--- src/rtl/fft_twiddle_sequencer_if.sv ---
// Bus bundle for the twiddle sequencer: the twiddle ROM read port and the
// twiddle delivery stream towards the butterfly datapath.
//
// Handshake semantics:
//   - ROM port: rom_addr_valid_o is a read strobe that the ROM cannot stall.
//     rom_data_valid_i/rom_data_i answer it exactly one cycle later.
//   - Twiddle stream: an entry transfers on a rising clock edge where
//     tw_valid_o and tw_ready_i are both high. Once tw_valid_o is high, the
//     head entry (tw_data_o, tw_stage_o, tw_index_o, tw_last_o) holds steady
//     until it transfers or the run is aborted. tw_valid_o never depends on
//     tw_ready_i.
interface fft_twiddle_sequencer_if #(
    parameter int MAX_FFT_LENGTH_LOG2 = 12
);
    logic [15:0]                    rom_addr_o;
    logic                           rom_addr_valid_o;
    logic [31:0]                    rom_data_i;
    logic                           rom_data_valid_i;
    logic [31:0]                    tw_data_o;
    logic [3:0]                     tw_stage_o;
    logic [MAX_FFT_LENGTH_LOG2-2:0] tw_index_o;
    logic                           tw_last_o;
    logic                           tw_valid_o;
    logic                           tw_ready_i;

    // Sequencer side.
    modport master (
        output rom_addr_o, rom_addr_valid_o,
        input  rom_data_i, rom_data_valid_i,
        output tw_data_o, tw_stage_o, tw_index_o, tw_last_o, tw_valid_o,
        input  tw_ready_i
    );

    // ROM plus butterfly datapath side.
    modport slave (
        input  rom_addr_o, rom_addr_valid_o,
        output rom_data_i, rom_data_valid_i,
        input  tw_data_o, tw_stage_o, tw_index_o, tw_last_o, tw_valid_o,
        output tw_ready_i
    );
endinterface

--- src/rtl/fft_twiddle_sequencer.sv ---
// Twiddle-factor sequencer for a radix-2 DIT FFT of run-time length 2^L.
// Walks stages and butterflies, issues one ROM read per cycle while the
// output buffer has room, and streams {twiddle, stage, index, last} out of
// a small show-ahead FIFO.
module fft_twiddle_sequencer #(
    parameter int MAX_FFT_LENGTH_LOG2 = 12,
    parameter int FIFO_DEPTH          = 4
) (
    input  logic       clk_i,
    input  logic       reset_i,
    input  logic       start_i,
    input  logic [3:0] fft_len_log2_i,
    input  logic       abort_i,
    output logic       busy_o,
    output logic       done_o,
    output logic       error_o,
    output logic [1:0] dbg_state_o,
    fft_twiddle_sequencer_if.master tw_if
);
    localparam int MAX = MAX_FFT_LENGTH_LOG2;
    localparam int IW  = MAX - 1;
    localparam int PW  = $clog2(FIFO_DEPTH);
    localparam int CW  = PW + 1;
    localparam int EW  = 32 + 4 + IW + 1;
    localparam logic [MAX-1:0] ONE     = 1;
    localparam logic [CW:0]    DEPTH_C = (CW+1)'(FIFO_DEPTH);

    typedef enum logic [1:0] {
        IDLE  = 2'd0,
        ISSUE = 2'd1,
        DRAIN = 2'd2
    } state_t;

    state_t        state_q, state_d;
    logic [3:0]    len_q, len_d;
    logic [3:0]    stage_q, stage_d;
    logic [IW-1:0] idx_q, idx_d;
    logic          inflight_q, inflight_d;
    logic [3:0]    sb_stage_q, sb_stage_d;
    logic [IW-1:0] sb_idx_q, sb_idx_d;
    logic          sb_last_q, sb_last_d;
    logic          done_q, done_d;
    logic          error_q, error_d;
    logic [PW-1:0] wr_ptr_q, wr_ptr_d;
    logic [PW-1:0] rd_ptr_q, rd_ptr_d;
    logic [CW-1:0] count_q, count_d;
    logic [EW-1:0] mem_q [FIFO_DEPTH];

    logic           len_legal;
    logic [MAX-1:0] idx_lim;
    logic           last_issue;
    logic [MAX-1:0] k_scaled;
    logic [CW:0]    occupancy;
    logic           credit;
    logic           issue;
    logic           push;
    logic           pop;
    logic [EW-1:0]  head;

    // Datapath terms: legality, end-of-run detection, exponent and credit.
    // Scaling by 2^(MAX-L) folds into the shift: K = (j mod 2^s) << (MAX-1-s).
    always_comb begin
        len_legal  = (fft_len_log2_i != 4'd0) && (fft_len_log2_i <= 4'(MAX));
        idx_lim    = (ONE << (len_q - 4'd1)) - ONE;
        last_issue = (stage_q == (len_q - 4'd1)) && (idx_q == idx_lim[IW-1:0]);
        k_scaled   = ({1'b0, idx_q} & ((ONE << stage_q) - ONE)) << (4'(MAX - 1) - stage_q);
        occupancy  = {1'b0, count_q} + {{CW{1'b0}}, inflight_q};
        credit     = occupancy < DEPTH_C;
        issue      = (state_q == ISSUE) && credit;
        push       = tw_if.rom_data_valid_i && inflight_q;
        pop        = (count_q != '0) && tw_if.tw_ready_i;
        head       = mem_q[rd_ptr_q];
    end

    // Next-state logic: FSM, butterfly counters, in-flight tracking, FIFO pointers.
    always_comb begin
        state_d    = state_q;
        len_d      = len_q;
        stage_d    = stage_q;
        idx_d      = idx_q;
        inflight_d = issue || (inflight_q && !tw_if.rom_data_valid_i);
        sb_stage_d = sb_stage_q;
        sb_idx_d   = sb_idx_q;
        sb_last_d  = sb_last_q;
        done_d     = 1'b0;
        error_d    = 1'b0;
        wr_ptr_d   = wr_ptr_q + PW'(push);
        rd_ptr_d   = rd_ptr_q + PW'(pop);
        count_d    = count_q + CW'(push) - CW'(pop);

        if (issue) begin
            sb_stage_d = stage_q;
            sb_idx_d   = idx_q;
            sb_last_d  = last_issue;
        end

        case (state_q)
            IDLE: begin
                if (start_i) begin
                    if (len_legal) begin
                        state_d = ISSUE;
                        len_d   = fft_len_log2_i;
                        stage_d = 4'd0;
                        idx_d   = '0;
                    end else begin
                        error_d = 1'b1;
                    end
                end
            end
            ISSUE: begin
                if (issue) begin
                    if (last_issue) begin
                        state_d = DRAIN;
                    end else if (idx_q == idx_lim[IW-1:0]) begin
                        stage_d = stage_q + 4'd1;
                        idx_d   = '0;
                    end else begin
                        idx_d = idx_q + IW'(1);
                    end
                end
            end
            DRAIN: begin
                // Finish when the last entry leaves and no ROM read is pending.
                if ((count_d == '0) && !inflight_d) begin
                    state_d = IDLE;
                    done_d  = 1'b1;
                end
            end
            default: state_d = IDLE;
        endcase

        // Abort wins over everything, including a start in the same cycle.
        if (abort_i) begin
            state_d    = IDLE;
            stage_d    = 4'd0;
            idx_d      = '0;
            inflight_d = 1'b0;
            done_d     = 1'b0;
            error_d    = 1'b0;
            wr_ptr_d   = '0;
            rd_ptr_d   = '0;
            count_d    = '0;
        end
    end

    // Control and pointer registers with synchronous reset.
    always_ff @(posedge clk_i) begin
        if (reset_i) begin
            state_q    <= IDLE;
            len_q      <= 4'd0;
            stage_q    <= 4'd0;
            idx_q      <= '0;
            inflight_q <= 1'b0;
            sb_stage_q <= 4'd0;
            sb_idx_q   <= '0;
            sb_last_q  <= 1'b0;
            done_q     <= 1'b0;
            error_q    <= 1'b0;
            wr_ptr_q   <= '0;
            rd_ptr_q   <= '0;
            count_q    <= '0;
        end else begin
            state_q    <= state_d;
            len_q      <= len_d;
            stage_q    <= stage_d;
            idx_q      <= idx_d;
            inflight_q <= inflight_d;
            sb_stage_q <= sb_stage_d;
            sb_idx_q   <= sb_idx_d;
            sb_last_q  <= sb_last_d;
            done_q     <= done_d;
            error_q    <= error_d;
            wr_ptr_q   <= wr_ptr_d;
            rd_ptr_q   <= rd_ptr_d;
            count_q    <= count_d;
        end
    end

    // FIFO storage: ROM word joined with the sideband registered at strobe time.
    always_ff @(posedge clk_i) begin
        if (push && !abort_i && !reset_i) begin
            mem_q[wr_ptr_q] <= {tw_if.rom_data_i, sb_stage_q, sb_idx_q, sb_last_q};
        end
    end

    // Outputs; head fields are masked while empty so stale storage never shows.
    always_comb begin
        busy_o                 = (state_q != IDLE);
        done_o                 = done_q;
        error_o                = error_q;
        dbg_state_o            = state_q;
        tw_if.rom_addr_valid_o = issue;
        tw_if.rom_addr_o       = issue ? {{(16-MAX){1'b0}}, k_scaled[MAX-3:0], k_scaled[MAX-1:MAX-2]}
                                       : 16'h0000;
        tw_if.tw_valid_o       = (count_q != '0);
        tw_if.tw_data_o        = tw_if.tw_valid_o ? head[EW-1 -: 32] : 32'h0;
        tw_if.tw_stage_o       = tw_if.tw_valid_o ? head[IW+4:IW+1] : 4'd0;
        tw_if.tw_index_o       = tw_if.tw_valid_o ? head[IW:1] : '0;
        tw_if.tw_last_o        = tw_if.tw_valid_o && head[0];
    end
endmodule

--- src/flat_wrapper.sv ---
// flat-port wrapper written by rule: the top's interface ports become plain ports
module fft_twiddle_sequencer_flat 
#(
    parameter int MAX_FFT_LENGTH_LOG2 = 12,
    parameter int FIFO_DEPTH          = 4
)
  (clk_i, reset_i, start_i, fft_len_log2_i, abort_i, busy_o, done_o, error_o, dbg_state_o, tw_if_rom_addr_o, tw_if_rom_addr_valid_o, tw_if_rom_data_i, tw_if_rom_data_valid_i, tw_if_tw_data_o, tw_if_tw_stage_o, tw_if_tw_index_o, tw_if_tw_last_o, tw_if_tw_valid_o, tw_if_tw_ready_i);
  fft_twiddle_sequencer_if #(.MAX_FFT_LENGTH_LOG2(MAX_FFT_LENGTH_LOG2)) tw_if_i ();
  input  logic clk_i;
  input  logic reset_i;
  input  logic start_i;
  input  logic [3:0] fft_len_log2_i;
  input  logic abort_i;
  output logic busy_o;
  output logic done_o;
  output logic error_o;
  output logic [1:0] dbg_state_o;
  output wire logic [$bits(tw_if_i.rom_addr_o)-1:0] tw_if_rom_addr_o;
  output wire logic [$bits(tw_if_i.rom_addr_valid_o)-1:0] tw_if_rom_addr_valid_o;
  input wire logic [$bits(tw_if_i.rom_data_i)-1:0] tw_if_rom_data_i;
  input wire logic [$bits(tw_if_i.rom_data_valid_i)-1:0] tw_if_rom_data_valid_i;
  output wire logic [$bits(tw_if_i.tw_data_o)-1:0] tw_if_tw_data_o;
  output wire logic [$bits(tw_if_i.tw_stage_o)-1:0] tw_if_tw_stage_o;
  output wire logic [$bits(tw_if_i.tw_index_o)-1:0] tw_if_tw_index_o;
  output wire logic [$bits(tw_if_i.tw_last_o)-1:0] tw_if_tw_last_o;
  output wire logic [$bits(tw_if_i.tw_valid_o)-1:0] tw_if_tw_valid_o;
  input wire logic [$bits(tw_if_i.tw_ready_i)-1:0] tw_if_tw_ready_i;
  assign tw_if_rom_addr_o = tw_if_i.rom_addr_o;
  assign tw_if_rom_addr_valid_o = tw_if_i.rom_addr_valid_o;
  assign tw_if_i.rom_data_i = tw_if_rom_data_i;
  assign tw_if_i.rom_data_valid_i = tw_if_rom_data_valid_i;
  assign tw_if_tw_data_o = tw_if_i.tw_data_o;
  assign tw_if_tw_stage_o = tw_if_i.tw_stage_o;
  assign tw_if_tw_index_o = tw_if_i.tw_index_o;
  assign tw_if_tw_last_o = tw_if_i.tw_last_o;
  assign tw_if_tw_valid_o = tw_if_i.tw_valid_o;
  assign tw_if_i.tw_ready_i = tw_if_tw_ready_i;
  fft_twiddle_sequencer #(.MAX_FFT_LENGTH_LOG2(MAX_FFT_LENGTH_LOG2), .FIFO_DEPTH(FIFO_DEPTH)) u_core (.clk_i(clk_i), .reset_i(reset_i), .start_i(start_i), .fft_len_log2_i(fft_len_log2_i), .abort_i(abort_i), .busy_o(busy_o), .done_o(done_o), .error_o(error_o), .dbg_state_o(dbg_state_o), .tw_if(tw_if_i));
endmodule
--- config.mk ---
export PLATFORM = sky130hd
export DESIGN_NAME = fft_twiddle_sequencer_flat
export DESIGN_NICKNAME = d
export VERILOG_FILES = /design/src/rtl/fft_twiddle_sequencer_if.sv /design/src/rtl/fft_twiddle_sequencer.sv /design/src/flat_wrapper.sv
export SDC_FILE = /design/constraint.sdc
export NUM_CORES = 1
export LEC_CHECK = 0
export CORE_ASPECT_RATIO = 0.8
export CORE_MARGIN = 4
export CORE_UTILIZATION = 61
export CTS_CLUSTER_SIZE = 30
export DETAILED_ROUTE_END_ITERATION = 7
export PLACE_DENSITY = 0.84
export SYNTH_ARGS = -nofsm -noshare
export SYNTH_HDL_FRONTEND = slang
export SYNTH_SLANG_ARGS = --single-unit
--- constraint.sdc ---
create_clock -name clk_i -period 11 [get_ports clk_i]
set_input_delay 2.2 -clock clk_i [delete_from_list [all_inputs] [get_ports clk_i]]
set_output_delay 2.2 -clock clk_i [all_outputs]
set_load 0.01 [all_outputs]
# Yosys cells after proc, flatten, opt, wreduce, memory -nomap -nowiden
# Memory sizes are Yosys's and may differ from the RTL's. A register that Yosys moved wholly into a read port is not among the register bits.
# Cells that the tools add are included.
[totals] regBits=47 mem_bits_rw=192 inputBits=42 output_inout_bits=71 elab_cells=100 memories=1
[mem_list] name="u_core.mem_q" words=4 word_bits=48 rd=1 rd_clocked_by_memory_dff=1 write_ports=1 line="fft_twiddle_sequencer.sv:47" text="logic [EW-1:0] mem_q [FIFO_DEPTH];"
[classes] add_sub_neg=11 order_cmp=2 eq_ne=11 n_shift=3 n_mux=27 bitwise_logic=4 reduce_logical=28
[op_table] cell="11-bit 2-to-1 mux" count=6
[op_table] cell="32-bit 2-to-1 mux" count=1
[op_table] cell="4-bit 2-to-1 mux" count=6
[op_table] cell="11-bit case mux with 2 select lines" count=1
[op_table] cell="11-bit by 12-bit AND with 12-bit output" count=1
[op_table] cell="12-bit 2-to-1 mux" count=1
[op_table] cell="2-bit 2-to-1 mux" count=6
[op_table] cell="1-bit by 4-bit left shift with 12-bit output, first input constant" count=1
[op_table] cell="12-bit by 4-bit left shift with 12-bit output" count=1
[op_table] cell="12-bit by 1-bit subtractor with 12-bit output, second input constant" count=1
[op_table] cell="11-bit by 1-bit adder with 11-bit output, second input constant" count=1
[op_table] cell="11-bit equality test" count=1
[op_table] cell="1-bit by 4-bit left shift with 11-bit output, first input constant" count=1
[op_table] cell="11-bit by 1-bit subtractor with 11-bit output, second input constant" count=1
[op_table] cell="1-bit logical AND" count=10
[op_table] cell="5-bit AND reduction" count=2
[op_table] cell="2-bit by 1-bit != test with 1-bit output, second input constant" count=4
[op_table] cell="4-bit case mux with 2 select lines" count=1
[op_table] cell="2-bit != test, second input constant" count=3
[op_table] cell="2-bit case mux with 3 select lines" count=1
[op_table] cell="6-bit AND reduction" count=1
[op_table] cell="2-bit by 1-bit adder with 2-bit output" count=2
[op_table] cell="3-bit by 1-bit adder with 4-bit output" count=1
[op_table] cell="4-bit by 1-bit adder with 4-bit output, second input constant" count=1
[op_table] cell="other kinds (22)" count=31

# Depth between registers and ports, before layout
# Gate-level depths: netlist of the first run.
[depth] word_depth=8 ltp_mapped=17 ltp_nobuf=15

# Least setup slack after synthesis of the first run
# Ideal clock, no wire load.
[synth_path] kind="input to register" start="input port abort_i" end="memory u_core.mem_q[0][0] in the netlist's numbering (enable)" arrival_time_ns=6.130 t_required_ns=10.477 slack_ns=4.347 path_stages=3 path_cell_list="nor2_1 and2_1 nor3b_1"
[synth_via] elab_chain_len=5
[synth_rtl] element="start, declared" line="flat_wrapper.sv:13" text="input logic abort_i;"
[synth_rtl] element="1-bit zero test" line="fft_twiddle_sequencer.sv:181" text="if (push && !abort_i && !reset_i) begin"
[synth_rtl] element="1-bit logical AND (2 in a row)" line="fft_twiddle_sequencer.sv:181"
[synth_rtl] element="1-bit 2-to-1 mux" line="fft_twiddle_sequencer.sv:181"
[synth_rtl] element="1-bit 2-to-1 mux (not written as such)" line="fft_twiddle_sequencer.sv:182" text="mem_q[wr_ptr_q] <= {tw_if.rom_data_i, sb_stage_q, sb_idx_q, sb_last_q};"
[synth_rtl] element="end, declared" line="fft_twiddle_sequencer.sv:47"
# No other way between the ends.

# Worst setup path in the final report of the first run
[layout_path] start="register u_core.stage_q[0]" end="output port tw_if_rom_addr_o[10]"
[layout_via] elab_chain_len=5 elab_cells_between_ends=6
[layout_rtl] element="start, declared" line="fft_twiddle_sequencer.sv:36" text="logic [3:0] stage_q, stage_d;"
[layout_rtl] element="start signal, assigned" line="fft_twiddle_sequencer.sv:165" text="stage_q <= stage_d;"
[layout_rtl] element="1-bit by 4-bit left shift with 12-bit output" line="fft_twiddle_sequencer.sv:66" text="k_scaled = ({1'b0, idx_q} & ((ONE << stage_q) - ONE)) << (4'(MAX - 1) - stage_q);"
[layout_rtl] element="12-bit by 1-bit subtractor with 12-bit output" line="fft_twiddle_sequencer.sv:66"
[layout_rtl] element="11-bit by 12-bit AND with 12-bit output" line="fft_twiddle_sequencer.sv:66"
[layout_rtl] element="12-bit by 4-bit left shift with 12-bit output (*)" line="fft_twiddle_sequencer.sv:66"
[layout_rtl] element="12-bit 2-to-1 mux (*)" line="fft_twiddle_sequencer.sv:193" text="tw_if.rom_addr_o = issue ? {{(16-MAX){1'b0}}, k_scaled[MAX-3:0], k_scaled[MAX-1:MAX-2]}"
[layout_rtl] element="end, declared" line="flat_wrapper.sv:18" text="output wire logic [$bits(tw_if_i.rom_addr_o)-1:0] tw_if_rom_addr_o;"
# Every way passes the cells marked *; elsewhere a longest branch is shown, timed or not.

==> results of run 1 <==
[path summary, 6_finish.rpt]
| path | end | slack [ns] | start | cells past startpoint |
|---|---|---|---|---|
| setup reg to reg | u_core.idx_q[1]$_SDFFE_PP0P_ | 5.94 | u_core.len_q[0]$_SDFFE_PP0P_ | 15 |
| setup / recovery | tw_if_rom_addr_o[10] | 4.50 | u_core.stage_q[0]$_SDFFE_PP0P_ | 12 |
| hold reg to reg | u_core.sb_stage_q[2]$_SDFFE_PP0P_ | 0.51 | u_core.sb_stage_q[2]$_SDFFE_PP0P_ | 2 |
| hold / removal | u_core.sb_stage_q[2]$_SDFFE_PP0P_ | 0.51 | u_core.sb_stage_q[2]$_SDFFE_PP0P_ | 2 |
[routing by layer]
metal  vias to the layer above  track usage (%)  wire (µm)
met3                        50             3.51       1730
met5                         -                0          0
met1                      3644             35.3      10600
met2                       312             41.1      12500
li1                       3236                -          -
met4                         0             7.52        627
[power groups by stage]
stage | Clock [mW] | Combinational, mW | Sequential (mW)
CTS | 0.810 | 0.109 | 0.979
detailed placement | 0 | 0.108 | 0.998
finish | 0.798 | 0.111 | 0.979
floorplan | 0 | 0.0716 | 0.994
global route | 0.851 | 0.119 | 0.979
global placement | 0 | 0.104 | 0.998
[through the flow]
step	util (%)	hold WS [ns]	power (mW)	cell area [µm²]	instances
3_5_place_dp	69.8	0.496	1.11	12200	1101
2_1_floorplan	-	0.459	1.07	11000	815
5_1_grt	74.2	0.523	1.95	13000	1142
6_report	74.2	0.508	1.89	13000	1142
3_3_place_gp	69.8	0.471	1.10	12200	1101
4_1_cts	74.2	0.505	1.90	13000	1142
[state kept, by name, indices dropped and copies added (netlist names), 2 cells and up]
name	flops
u_core.count_q	3
u_core.mem_q	192
u_core.sb_stage_q	4
u_core.dbg_state_o	2
u_core.len_q	4
u_core.wr_ptr_q	2
u_core.idx_q	11
u_core.stage_q	4
u_core.rd_ptr_q	2
u_core.sb_idx_q	11
[kinds of logic (layout without fill, tap and decap cells)]
family,after synthesis,after routing
AOI/OAI and AO/OA,130,130
xor gates and xnor gates,29,29
adders and majority gates,20,20
buffers and inverters,71,173
DFF,239,239
muxes,64,64
other,1,4
and+or+nand+nor,258,258
[final cells by class]
type | count | share of cell area, %
clock buffer | 32 | 5.01
clock inverter | 9 | 0.916
inverter | 17 | 0.492
multi-input combinational | 505 | 31.0
sequential | 239 | 51.7
tap | 225 | 2.17
timing repair buffer | 115 | 8.73
[Yosys cell counts, drive strengths merged (3+ instances only)]
master,instances
nor4,6
nor2,38
ha,19
a32oi,4
or3,16
o211ai,9
clkbuf,32
a211oi,6
a31oi,3
o31ai,3
xnor2,16
mux2i,13
a21oi,43
dfxtp,47
nand3,9
nand4,4
or2,6
a22oi,4
mux2,3
inv,16
and3,14
and2,9
buf,22
nand2b,5
nor3b,4
o21a,6
nor2b,55
o32ai,4
nor3,7
mux4,48
nand2,73
xor2,13
o21ai,29
or4,3
edfxtp,192
or3b,3
[worst reg2reg max path, cell delays in order, from the launching register on]
cell     delay [ns]
dfxtp_1        0.64
inv_1          0.17
ha_1           0.41
nor2_1         0.28
a32o_2         0.29
nand2_1        0.07
ha_1           0.26
xnor2_1        0.18
or3_1          0.39
o31ai_1        0.09
a32oi_1        0.08
or4_4          0.60
a211o_1        0.32
o21ai_1        0.78
mux2i_1        0.32
nor2_1         0.06
==> flow_summary.ini, run 1 <==
[setup_path]
path_cells = inv_1 > ha_1 > or3_1 > a21oi_1 > o211ai_1 > xor2_1 > and3_1 > nor3_1 > a211oi_1 > o21ai_0 > a21oi_1 > clkdlybuf4s50_1
cpMostUsedCell = a21oi_1
worstPathMaxFanout = 17
critical_path.max_stage_delay_ns = 0.67
cp.arrival_ns = 4.30
worst-path-buf-inv = 2
required_ns = 8.80
cp-end-kind = output pin
path_delay_family = buffers and inverters
worstSetupStartpointType = flip-flop
slowest_stage = dfxtp_1
critPathKind = flip-flop to output pin

[route]
route.antenna.remaining_nets = 0
drc_errors = 0
via_count = 7242
via_per_inst = 6.34
drtIter0Drc = 570
drt-pass1-iter-count = 5
routed_wl_mm = 25.4
wl_per_cell_um = 22.2

[power]
p_leak_nw = 4.22
ir_drop_v = 0.000130
p_switching_uw = 386
seqPwrFrac_pct = 51.9
netSwitchingFraction_pct = 20.5
power_frac_comb_pct = 5.9
pwr-share-clk_pct = 42.3
intPower_mw = 1.50
cellPowerDensity_mw_per_mm2 = 145

[yosys]
synth_compound_gate_area_share_pct = 7.57
synth-xor-area-share_pct = 2.31
ys_warn_count = 0
async_flop_share_pct = 0
yosysTopAreaCellShare_pct = 52.5
synth-simple-area-share_pct = 12.6
synth_top_family_by_area = simple AND/OR/NAND/NOR gates
synthAdderAreaFrac_pct = 2.34
yosys-top-cells-area = edfxtp_1 52%, mux4_2 9.8%, dfxtp_1 8.6%, nor2b_1 3.1%, nand2_1 2.5%
synth.avg_cell_area_um2 = 13.5
synth_area_mm2 = 0.0110
synth_ff_type = edfxtp_1
synth.largest_area_cell = edfxtp_1
ys_seq_elements = 239
synth-edff-count = 192
syn_inst = 812
synthMuxAreaShare_pct = 11.3
yosysSeqAreaShare_pct = 61.0
ys_types = 75

[place]
hpwlAfterDp_mm = 16.2
place_ws_ns = 5.08
io_buffers = 108
gp_congestion = 0.914

[die]
io_pins = 113
coreArea_mm2 = 0.0175
rows = 43
initial_core_util_pct = 62.9
die_w_um = 158
die_area_mm2 = 0.0202
die_height_um = 128

[grt]
antenna_found_initial = 0
grt_util_all_layers_pct = 25.0
grt_pass1_wl_mm = 39.4
grt_pass1_vias = 7357
grt_max_degree = 51
overflow = 0

[clock_tree]
tritoncts = done
clk_pin_slew_worst_paths_ns = 0.07
cts_root_buf = clkbuf_16
cts_buffers = 23
postCtsHoldBufs = 0
post_cts_buffers = 0
clock_latency_ns = 0.51
clock-sinks = 239
htree_levels = 1
cts.repair.resized = 0
clockBufferDepth = 3

[layout]
multiInputGateArea_mm2 = 0.00402
area_growth_pct = 18.1
drive_above_1_share_pct = 12.3
insertedDiodeCount = 0
final_cell_mix = 192 x edfxtp_1, 108 x clkdlybuf4s50_1, 73 x nand2_1
seq_area_mm2 = 0.00671
fillers = 1070
layout.nets = 963
layout_commonest_cell = edfxtp_1

[sta]
setup_violations = 0
skew_ns = 0.0214
fin_ws_ns = 4.50
clock.fmax_ghz = 0.154
timing_hold_violations_final = 0
maxSlewHeadroom_pct = 28.5
layout_worst_path_cycle_share_pct = 59.1
tns_ns = 0
period_needed_ns = 6.50
rsz0062_at_grt = false
tightest_slew_ns = 1.07
slew_viol_final = 0

[job]
drv_cap = 0

[outcome]
status = finished clean

[worst_hold_path]
hp-class = flip-flop to flip-flop
(Power assumes the default switching activity.)
==> run 2, diff against run 1 <==
Settings changed: CORE_UTILIZATION 61 to 57, PLACE_DENSITY 0.84 to 0.79.
Clock period 11 ns to 6.5 ns, I/O delays scaled along.
==> run 2 against run 1 <==
Critical path type unchanged. Worst hold slack worse by 0.0077 ns. Global-route usage is 2.9 points lower. Highest routed layer unchanged. Sequential share of layout area is 0.27 points lower. Sequential power is 70% higher.
==> flow_summary.ini, run 2 (synthesis results as in run 1) <==
[outcome]
status = finished clean

[layout]
fin_util_pct = 68.8
layout_commonest_cell = edfxtp_1
regMostFlops = u_core.mem_q
layout.nets = 965
drive_above_1_share_pct = 12.5
largest_register_ffs = 192
top_regs = u_core.mem_q x192, u_core.idx_q x11, u_core.sb_idx_q x11
final_cell_mix = 192 x edfxtp_1, 108 x clkdlybuf4s50_1, 73 x nand2_1
finalInstanceArea_mm2 = 0.0131
insertedDiodeCount = 0
area_growth_pct = 18.7

[sta]
layout_worst_path_cycle_share_pct = 85.4
clock.fmax_ghz = 0.180
rsz0062_at_grt = false
period_needed_ns = 5.55
setup_violations = 0
slew_viol_final = 0
tightest_slew_ns = 1.06
maxSlewHeadroom_pct = 29.1
tns_ns = 0
timing_hold_violations_final = 0
skew_ns = 0.0149

[setup_path]
worstSetupStartpointType = flip-flop
cpMostUsedCell = o21ai_0
worst-path-buf-inv = 2
path_cells = inv_1 > ha_1 > nor2b_1 > o21ai_0 > o211ai_1 > xor2_1 > and3_1 > nor3_1 > a211oi_1 > o21ai_0 > a21oi_1 > clkdlybuf4s50_1
cp.arrival_ns = 4.25
required_ns = 5.20
critPathKind = flip-flop to output pin
slowest_stage = dfxtp_1
path_delay_family = compound AO/OA/AOI/OAI gates
critical_path.max_stage_delay_ns = 0.67
cp-end-kind = output pin
worstPathMaxFanout = 17

[clock_tree]
clk_pin_slew_worst_paths_ns = 0.06
clock-sinks = 239
clockBufferDepth = 3
cts_buffers = 24
clock_latency_ns = 0.52
cts_root_buf = clkbuf_16
postCtsHoldBufs = 0
tritoncts = done
cts.repair.resized = 0
post_cts_buffers = 0
htree_levels = 1

[die]
rows = 45
die_area_mm2 = 0.0216
io_pins = 113
die_w_um = 163
coreArea_mm2 = 0.0190
initial_core_util_pct = 57.9
die_height_um = 132

[place]
placed_area_mm2 = 0.0123
hpwlAfterDp_mm = 15.3
gp_congestion = 0.931
io_buffers = 108

[job]
drv_cap = 0

[power]
p_switching_uw = 672
p_leak_nw = 4.23
seqPwrFrac_pct = 51.5
intPower_mw = 2.54
ir_drop_v = 0.000242
power_frac_comb_pct = 5.8
cellPowerDensity_mw_per_mm2 = 246
netSwitchingFraction_pct = 20.9
pwr-share-clk_pct = 42.7

[grt]
antenna_found_initial = 0
grt_util_all_layers_pct = 22.1
grt_pass1_vias = 6996
overflow = 0
grt_max_degree = 51
grt_pass1_wl_mm = 38.0

[route]
route.antenna.remaining_nets = 0
routed_wl_mm = 23.9
wl_per_cell_um = 20.3
via_per_inst = 6.01
drc_errors = 0
drtIter0Drc = 683
via_count = 7075
drt-pass1-iter-count = 5

[worst_hold_path]
hp-class = flip-flop to flip-flop
[run 2: worst paths after layout]
kind / start / end / slack [ns] / depth (start not counted)
max: u_core.stage_q[0]$_SDFFE_PP0P_ / tw_if_rom_addr_o[10] / 0.95 / 12
min: u_core.sb_idx_q[8]$_SDFFE_PP0P_ / u_core.sb_idx_q[8]$_SDFFE_PP0P_ / 0.50 / 2
max reg2reg: u_core.len_q[0]$_SDFFE_PP0P_ / u_core.idx_q[1]$_SDFFE_PP0P_ / 1.52 / 15
min reg2reg: u_core.sb_idx_q[8]$_SDFFE_PP0P_ / u_core.sb_idx_q[8]$_SDFFE_PP0P_ / 0.50 / 2
[run 2: layer usage]
layer	global-route usage [%]	vias to the layer above	share of wire [%]
met3	3.03	45	6.2
met4	6.47	0	2.7
met5	0	-	0
met1	32.2	3521	43
li1	-	3248	-
met2	35.2	261	48
[run 2: layout make-up]
type	count	area, µm²
Timing Repair Buffer	116	1140
Multi-Input combinational cell	505	4020
Sequential cell	239	6710
Fill cell	1306	5920
Tap cell	258	323
Clock buffer	34	648
Inverter	17	63.8
Clock inverter	9	140
[run 2: power by group through the flow]
stage          clock, mW  sequential (mW)  combinational, mW
6_report            1.37             1.66              0.185
5_1_grt             1.46             1.66              0.201
4_1_cts             1.40             1.66              0.183
3_5_place_dp           0             1.69              0.182
3_3_place_gp           0             1.69              0.178
2_1_floorplan          0             1.68              0.121
[run 2: worst register-to-register path, cell delays in order (launching register included)]
cell     delay (ns)
dfxtp_1        0.63
inv_1          0.16
ha_1           0.41
nor2_1         0.28
a32o_2         0.28
nand2_1        0.07
ha_1           0.26
xnor2_1        0.17
or3_1          0.36
o31ai_1        0.07
a32oi_1        0.09
or4_4          0.60
a211o_1        0.31
o21ai_1        0.82
mux2i_1        0.27
nor2_1         0.05
[run 2: stage by stage]
| step | total power, mW | instances | hold slack, ns | setup slack [ns] |
|---|---|---|---|---|
| after detailed placement | 1.87 | 1135 | 0.495 | 1.56 |
| after floorplan | 1.80 | 815 | 0.459 | 0.747 |
| after CTS | 3.23 | 1178 | 0.504 | 1.02 |
| after global routing | 3.32 | 1178 | 0.529 | 0.617 |
| after global placement | 1.87 | 1135 | 0.482 | 1.65 |
| final | 3.22 | 1178 | 0.500 | 0.951 |
